## config.mk

```make
export PLATFORM = sky130hd
export DESIGN_NAME = lift_floor_ctrl
export DESIGN_NICKNAME = d
export VERILOG_FILES = /design/src/rtl/lift_floor_ctrl.sv
export SDC_FILE = /design/constraint.sdc
export NUM_CORES = 1
export LEC_CHECK = 0
export CAP_MARGIN = 20
export CORE_MARGIN = 4
export CORE_UTILIZATION = 56
export CTS_CLUSTER_DIAMETER = 80
export DETAILED_ROUTE_END_ITERATION = 10
export MAX_ROUTING_LAYER = met4
export PLACE_DENSITY = 0.79
export SLEW_MARGIN = 20
export SYNTH_ARGS = -nofsm -noshare
export SYNTH_HDL_FRONTEND = slang
export SYNTH_SLANG_ARGS = --single-unit
export TNS_END_PERCENT = 30
```

## constraint.sdc

```tcl
create_clock -name clk -period 2.7 [get_ports clk]
set_clock_uncertainty 0.15 [all_clocks]
set_input_delay 0.27 -clock clk [delete_from_list [all_inputs] [get_ports clk]]
set_output_delay 0.27 -clock clk [all_outputs]
set_load 0.005 [all_outputs]
```

## src/rtl/lift_floor_ctrl.sv

```systemverilog
// rtl/lift_floor_ctrl.sv - SCAN-style lift car controller with latched floor requests
//
// Purpose: edge-detects debounced per-floor call levels into latched requests and
// moves the car floor by floor (timed travel), opening the door at requested floors.
// Ports:
//   clk          system clock, rising edge
//   resetb       synchronous active-high reset
//   btn_clean    debounced call buttons, one level per floor
//   floor        current car floor
//   moving_up    high while travelling up
//   moving_down  high while travelling down
//   door_open    high while the door is open
//   req_pending  latched outstanding requests
module lift_floor_ctrl #(
    parameter int NFLOORS    = 4,
    parameter int FLOOR_W    = 2,
    parameter int TRAVEL_CYC = 16,
    parameter int DOOR_CYC   = 8
) (
    input  logic               clk,
    input  logic               resetb,
    input  logic [NFLOORS-1:0] btn_clean,
    output logic [FLOOR_W-1:0] floor,
    output logic               moving_up,
    output logic               moving_down,
    output logic               door_open,
    output logic [NFLOORS-1:0] req_pending
);

    localparam int TMAX = (TRAVEL_CYC > DOOR_CYC) ? TRAVEL_CYC : DOOR_CYC;
    localparam int TW   = $clog2(TMAX);

    typedef enum logic [1:0] {IDLE, MOVE_UP, MOVE_DOWN, DOOR} state_t;

    state_t             state;
    logic               dir_up;
    logic [TW-1:0]      timer;
    logic [NFLOORS-1:0] btn_prev;
    logic [NFLOORS-1:0] req_next;

    logic above, below, here;
    logic here_up, beyond_up, here_dn, beyond_dn;
    logic travel_done, door_done;
    logic clear_en;
    logic [FLOOR_W-1:0] floor_up, floor_dn, clear_floor;

    assign floor_up    = floor + FLOOR_W'(1);
    assign floor_dn    = floor - FLOOR_W'(1);
    assign travel_done = (timer == TW'(TRAVEL_CYC - 1));
    assign door_done   = (timer == TW'(DOOR_CYC - 1));

    // Request summaries relative to the current floor and to the floor the car
    // would reach at the end of the current travel step.
    always_comb begin
        above     = 1'b0;
        below     = 1'b0;
        here      = 1'b0;
        here_up   = 1'b0;
        beyond_up = 1'b0;
        here_dn   = 1'b0;
        beyond_dn = 1'b0;
        for (int i = 0; i < NFLOORS; i++) begin
            if (i >  int'(floor))     above     = above     | req_pending[i];
            if (i <  int'(floor))     below     = below     | req_pending[i];
            if (i == int'(floor))     here      = here      | req_pending[i];
            if (i == int'(floor) + 1) here_up   = here_up   | req_pending[i];
            if (i >  int'(floor) + 1) beyond_up = beyond_up | req_pending[i];
            if (i == int'(floor) - 1) here_dn   = here_dn   | req_pending[i];
            if (i <  int'(floor) - 1) beyond_dn = beyond_dn | req_pending[i];
        end
    end

    // The served floor's request is cleared on the edge that enters DOOR (at the
    // floor being arrived at) and on every edge leaving a DOOR cycle, so a clear
    // always beats a simultaneous rise on that bit.
    always_comb begin
        clear_en    = 1'b0;
        clear_floor = floor;
        case (state)
            IDLE:      clear_en = here;
            MOVE_UP:   begin
                clear_en    = travel_done & here_up;
                clear_floor = floor_up;
            end
            MOVE_DOWN: begin
                clear_en    = travel_done & here_dn;
                clear_floor = floor_dn;
            end
            DOOR:      clear_en = 1'b1;
            default:   clear_en = 1'b0;
        endcase
        for (int i = 0; i < NFLOORS; i++) begin
            req_next[i] = (req_pending[i] | (btn_clean[i] & ~btn_prev[i]))
                          & ~(clear_en && (i == int'(clear_floor)));
        end
    end

    always_ff @(posedge clk) begin
        if (resetb) begin
            state       <= IDLE;
            floor       <= '0;
            dir_up      <= 1'b1;
            timer       <= '0;
            btn_prev    <= '0;
            req_pending <= '0;
            moving_up   <= 1'b0;
            moving_down <= 1'b0;
            door_open   <= 1'b0;
        end else begin
            btn_prev    <= btn_clean;
            req_pending <= req_next;
            case (state)
                IDLE: begin
                    timer <= '0;
                    if (here) begin
                        state     <= DOOR;
                        door_open <= 1'b1;
                    end else if (above && (dir_up || !below)) begin
                        state     <= MOVE_UP;
                        dir_up    <= 1'b1;
                        moving_up <= 1'b1;
                    end else if (below) begin
                        state       <= MOVE_DOWN;
                        dir_up      <= 1'b0;
                        moving_down <= 1'b1;
                    end
                end
                MOVE_UP: begin
                    if (travel_done) begin
                        timer <= '0;
                        floor <= floor_up;
                        if (here_up) begin
                            state     <= DOOR;
                            moving_up <= 1'b0;
                            door_open <= 1'b1;
                        end else if (!beyond_up) begin
                            state     <= IDLE;
                            moving_up <= 1'b0;
                        end
                    end else begin
                        timer <= timer + TW'(1);
                    end
                end
                MOVE_DOWN: begin
                    if (travel_done) begin
                        timer <= '0;
                        floor <= floor_dn;
                        if (here_dn) begin
                            state       <= DOOR;
                            moving_down <= 1'b0;
                            door_open   <= 1'b1;
                        end else if (!beyond_dn) begin
                            state       <= IDLE;
                            moving_down <= 1'b0;
                        end
                    end else begin
                        timer <= timer + TW'(1);
                    end
                end
                DOOR: begin
                    if (door_done) begin
                        timer     <= '0;
                        state     <= IDLE;
                        door_open <= 1'b0;
                    end else begin
                        timer <= timer + TW'(1);
                    end
                end
                default: begin
                    state       <= IDLE;
                    timer       <= '0;
                    moving_up   <= 1'b0;
                    moving_down <= 1'b0;
                    door_open   <= 1'b0;
                end
            endcase
        end
    end

endmodule

```

# After elaboration in Yosys (flattened, before gate mapping)
# Index checks and enable logic that the tools add are counted.
# W data, S select, Z words.
word_totals:
  reg_bits: 20
  inputBits: 6
  out_inout_bits: 9
op_classes:
  n_reduce_logical: 23
  add_sub_neg: 5
  eq_ne: 30
  n_lt_le_gt_ge: 14
  n_bitwise: 42
  n_mux: 67
op_table:
  columns: ["operator", "count"]
  rows:
  - ["$eq A3 B32 Y1 const A", 2]
  - ["$logic_not A32 Y1", 2]
  - ["$mux W1", 45]
  - ["$eq A2 B32 Y1 const A", 1]
  - ["$gt A1 B32 Y1 const A", 1]
  - ["$gt A2 B32 Y1 const A", 1]
  - ["$gt A3 B32 Y1 const A", 1]
  - ["$mux W2", 12]
  - ["$or A1 B1 Y1", 23]
  - ["$ne A2 B2 Y1 const B", 10]
  - ["$reduce_and A6 Y1", 3]
  - ["$pmux W4 S3", 1]
  - ["$and A1 B1 Y1", 10]
  - ["$not A1 Y1", 9]
  - ["$eq A2 B2 Y1 const A", 4]
  - ["$mux W4", 2]
  - ["$pmux W1 S4", 2]
  - ["$pmux W2 S2", 2]
  - ["$pmux W2 S4", 1]
  - ["$reduce_bool A2 Y1", 4]
  - ["$eq A3 B3 Y1 const A", 2]
  - ["$logic_not A2 Y1", 3]
  - ["$lt A3 B3 Y1 const A", 2]
  - ["$ne A3 B3 Y1 const B", 2]
  - ["26 further kinds", 36]

# Logic depth before layout (Yosys ltp)
logic_depth:
  word_depth: 14
  mapped_depth: 7
  ltp_nobuf: 7

# Least setup slack after synthesis
# OpenSTA, ideal clock, no wires.
synth_timing:
  path_kind: "reg2reg"
  start: "register floor[0]"
  end: "register moving_down"
  path_buffers: 0
  required_time_ns: 2.413
  arrival_ns: 1.903
  setup_time_ns: 0.137
  setup_slack_ns: 0.509
  path_stages_with_launch: 8
  cell_sequence: "dfxtp_1 > inv_1 > ha_1 > a22oi_1 > nand2_1 > o31a_1 > o41ai_1 > a21oi_1"
synth_between:
  elab_chain_cells: 12
  word_cells_on_any_way: 61
  cone_classes: "add/sub (1); order compare (10); eq/ne (10); mux (21); bitwise (13); reduce/logical (6)"
synth_rtl:
  columns: ["element", "line", "rtl"]
  rows:
  - ["start, declared", "23", "output logic [FLOOR_W-1:0] floor,"]
  - ["start signal, assigned", "131", "floor <= floor_up;"]
  - ["start signal, assigned", "147", "floor <= floor_dn;"]
  - ["$sub A2 B1 Y3", "68, 69", null]
  - ["$logic_not A32 Y1", "68", "if (i == int'(floor) - 1) here_dn = here_dn | req_pending[i];"]
  - ["$mux W1", "68", null]
  - ["$or A1 B1 Y1", "68", null]
  - ["$mux W1", "68", null]
  - ["$or A1 B1 Y1", "68", null]
  - ["$mux W1", "68", null]
  - ["$or A1 B1 Y1", "68", null]
  - ["$mux W1", "68", null]
  - ["$mux W1", "148", "if (here_dn) begin"]
  - ["$mux W1", "145", "if (travel_done) begin"]
  - ["$pmux W1 S2", "112", "case (state)"]
  - ["end signal, assigned", "125", "moving_down <= 1'b1;"]
  - ["end signal, assigned", "150", "moving_down <= 1'b0;"]
  - ["end signal, assigned", "154", "moving_down <= 1'b0;"]
  - ["end, declared", "25", "output logic moving_down,"]
# Several ways; a longest one is shown, not always the timed one. The select of a mux whose other input is x is not followed.
# A chain may end at the register's enable or synchronous reset.

# Final worst setup path
layout_timing:
  start: "register floor[0]"
  end: "register door_open"
layout_between:
  elab_chain_cells: 11
  word_cells_on_any_way: 39
  cone_classes: "add/sub (2); eq/ne (12); mux (12); bitwise (9); reduce/logical (4)"
layout_rtl:
  columns: ["element", "line", "rtl"]
  rows:
  - ["$sub A2 B1 Y3 or $add A2 B1 Y3 (tied branches)", "68, 66", null]
  - ["$logic_not A32 Y1, on equally long branches", "68, 66", null]
  - ["$mux W1, on equally long branches", "68, 66", null]
  - ["$or A1 B1 Y1, on equally long branches", "68, 66", null]
  - ["$mux W1, on equally long branches", "68, 66", null]
  - ["$or A1 B1 Y1, on equally long branches", "68, 66", null]
  - ["$mux W1, on equally long branches", "68, 66", null]
  - ["$or A1 B1 Y1, on equally long branches", "68, 66", null]
  - ["$mux W1, on equally long branches", "68, 66", null]
  - ["$ne A2 B2 Y1 (no line)", null, null]
  - ["$reduce_and A6 Y1 (no line) *", null, null]
  - ["end signal, assigned", "108", "door_open <= 1'b0;"]
  - ["end signal, assigned", "117", "door_open <= 1'b1;"]
  - ["end signal, assigned", "135", "door_open <= 1'b1;"]
  - ["end, declared", "26", "output logic door_open,"]
# Every way passes the cells marked *; elsewhere a longest branch is shown, timed or not.

==> reports/metrics.cfg <==
[clocking]
root_buffer = clkbuf_4
cts_made_buffers = 3
clk_pin_slew_ps = 120
clock_latency_ps = 310
cts_max_path_buffers = 2
cts_resized = 0
cts_tree = built
cts.htree.levels = 1
clock-sinks = 20
cts_hold_buf = 0
post-cts-setup-buffer-count = 0

[synthesis]
synth_warnings = 0
syn_area_mm2 = 0.001409
ys_ff_latch = 20
syn-instance-count = 164
synth_common_cells = dfxtp_1 (20), ha_1 (14), a21oi_1 (12), inv_1 (12), nor2_1 (12)
netlist.area_leader.share = 0.2842
synth.largest_area_cell = dfxtp_1
synth_compound_area_frac = 0.2487
synth_top_family_by_area = compound AO/OA/AOI/OAI gates
synth_xor_xnor_area_share = 0.02487
yosysMostFrequentCell = dfxtp_1
synth_area_leaders = dfxtp_1 (28%), ha_1 (12%), a21oi_1 (4.3%)
synth_ff_type = dfxtp_1
synth_edf_count = 0
synth_cell_type_count = 43
synthSimpleGateAreaFrac = 0.2416
synth_fa_ha_area_frac = 0.1243
async_reset_ff_frac = 0
syn-num-nets = 184
muxShareOfSynthArea = 0.02842
synth.yosys.seq_area_share = 0.2842
avgSynthCellArea_um2 = 8.591

[worst_setup_path]
required_ps = 2780
path_max_fanout = 11
endpoint_kind = flip-flop
crit_type = reg2reg
r2r_setup_slack_ps = 400
rr_endpoint = door_open$_SDFFE_PP0P_
worst-r2r-cell-count = 6
r2r_start = floor[0]$_SDFFE_PP0P_
arrival_ps = 2370
critPathLaunchType = flip-flop

[sta]
post-route-period-util = 0.8510
rsz0062_at_grt = false
slew_headroom = 0.6842
fin_crit_ps = 2298
worst_slew_pin_slew_ps = 473.6
hold_viol_final = 0
finalSetupViolations = 0
setup_tns_ps = 0
fmax_ghz = 0.4352
final_max_slew_viol_count = 0

[final_layout]
stdcell_area_mm2 = 0.001620
nets = 202
drive_gt1_frac = 0.1050
fillers = 181
diodes = 0
syn_to_final_growth_pct = 15.01

[floorplanning]
design.core.area_mm2 = 0.002297
start_util = 0.6133
die_w_um = 58.16
num_rows = 17
die_h_um = 58.16
dieArea_mm2 = 0.003382
ios = 15

[global_routing]
grt_overflow = 0
grt_pass1_vias = 1279
track_usage = 0.2232
antenna_found_initial = 0
grt_pass1_wl_um = 5713
grt_max_degree = 12

[worst_hold_path]
holdPathStages = 1
min_from = timer[0]$_SDFF_PP0_
hold_path.class = reg2reg
hold_path_end = timer[0]$_SDFF_PP0_

[power]
power.leakage_uw = 0.0006499
peakVddDrop_uv = 502.9
p_per_area_mw_per_mm2 = 778.6

[drt]
vias = 1282
wl_um = 3357
drc_errors = 0
drt_iter0_drc = 79
viasPerCell = 6.134
dr.pass1.iters = 5
wl_per_cell_um = 16.06
ant_nets = 0

[run]
max_cap_violations = 0

[placement]
gp_congestion = 0.8515
port_buffers = 14
hpwlAfterDp_um = 2526
placed_area_mm2 = 0.001584

[outcome]
status = finished, final reports clean

-- placed cells by master (no fill, tap or decap), types with 2 or more instances in the layout --
master	n
a211o_1	2
a211oi_1	2
a211oi_2	4
a21oi_1	12
a222oi_1	2
a22oi_1	3
and3_1	7
buf_4	3
clkbuf_4	3
clkdlybuf4s50_1	14
dfxtp_1	20
ha_1	14
inv_1	12
mux2i_1	4
nand2_1	10
nand2b_1	6
nand3_1	5
nand3_2	2
nand3b_1	3
nor2_1	12
nor2b_1	6
o21ai_0	10
xnor2_1	2
xor2_1	2
-- worst max path at each step --
stage | to | from | cells past startpoint | slack, ps
finish | door_open$_SDFFE_PP0P_ | floor[0]$_SDFFE_PP0P_ | 6 | 400
global route | door_open$_SDFFE_PP0P_ | floor[0]$_SDFFE_PP0P_ | 6 | 270
CTS | door_open$_SDFFE_PP0P_ | floor[0]$_SDFFE_PP0P_ | 6 | 430
detailed placement | door_open$_SDFFE_PP0P_ | floor[0]$_SDFFE_PP0P_ | 6 | 530
global placement | door_open$_SDFFE_PP0P_ | floor[0]$_SDFFE_PP0P_ | 6 | 600
floorplan | moving_down$_SDFFE_PP0P_ | floor[0]$_SDFFE_PP0P_ | 7 | 510
-- final cells by class --
cell class	instances	area, µm²	share of cell area
clock buffers	4	36.28	0.02239
inverters	12	45.04	0.02780
multi-input cells	128	940.9	0.5807
flip-flops and latches	20	400.4	0.2471
well taps	28	35.03	0.02162
repair buffers	17	162.7	0.1004
-- metrics by stage --
step           cells  setup slack (ps)  total power [µW]  utilization  hold slack, ps
6_report         209             402.4              1262       0.7053           306.4
3_5_place_dp     205             526.3              1059       0.6895           293.0
2_1_floorplan    164             509.4             892.0            -           248.2
5_1_grt          209             273.1              1338       0.7053           337.4
3_3_place_gp     205             601.2              1052       0.6895           282.9
4_1_cts          209             429.7              1246       0.7053           312.3
-- sequential cells by signal, indices dropped and copies added, names as in the netlist --
name and count:
btn_prev 4, req_pending 4, timer 4, floor 2, state 2, dir_up 1
door_open 1, moving_down 1, moving_up 1
-- metal layers --
layer,track usage,vias up,wire length [µm]
met4,0.07285,0,45
met1,0.2782,601,1435
met2,0.3629,51,1643
met5,-,-,0
li1,-,626,-
met3,0.04009,4,232
-- logic make-up (layout without fill, tap and decap cells) --
group | count (synthesis) | in the layout
buffers and inverters | 16 | 33
adder cells (fa/ha/maj) | 14 | 14
XOR/XNOR | 4 | 4
multiplexers | 4 | 4
flip-flops | 20 | 20
AO/OA/AOI/OAI | 48 | 48
AND/OR/NAND/NOR | 58 | 58
-- power breakdown --
part           switching, µW  total (µW)  internal (µW)
combinational            399         689            290
clock                    104         186           82.4
sequential              46.7         386            340
total                    549        1260            712
-- critical path, stage by stage, from the launching register on --
cell      delay (ps)
dfxtp_1          340
buf_4            180
ha_1             250
a222oi_1         480
nand3_1          290
and3_1           260
a311oi_1         270
Power figures use the tool's default switching activity.
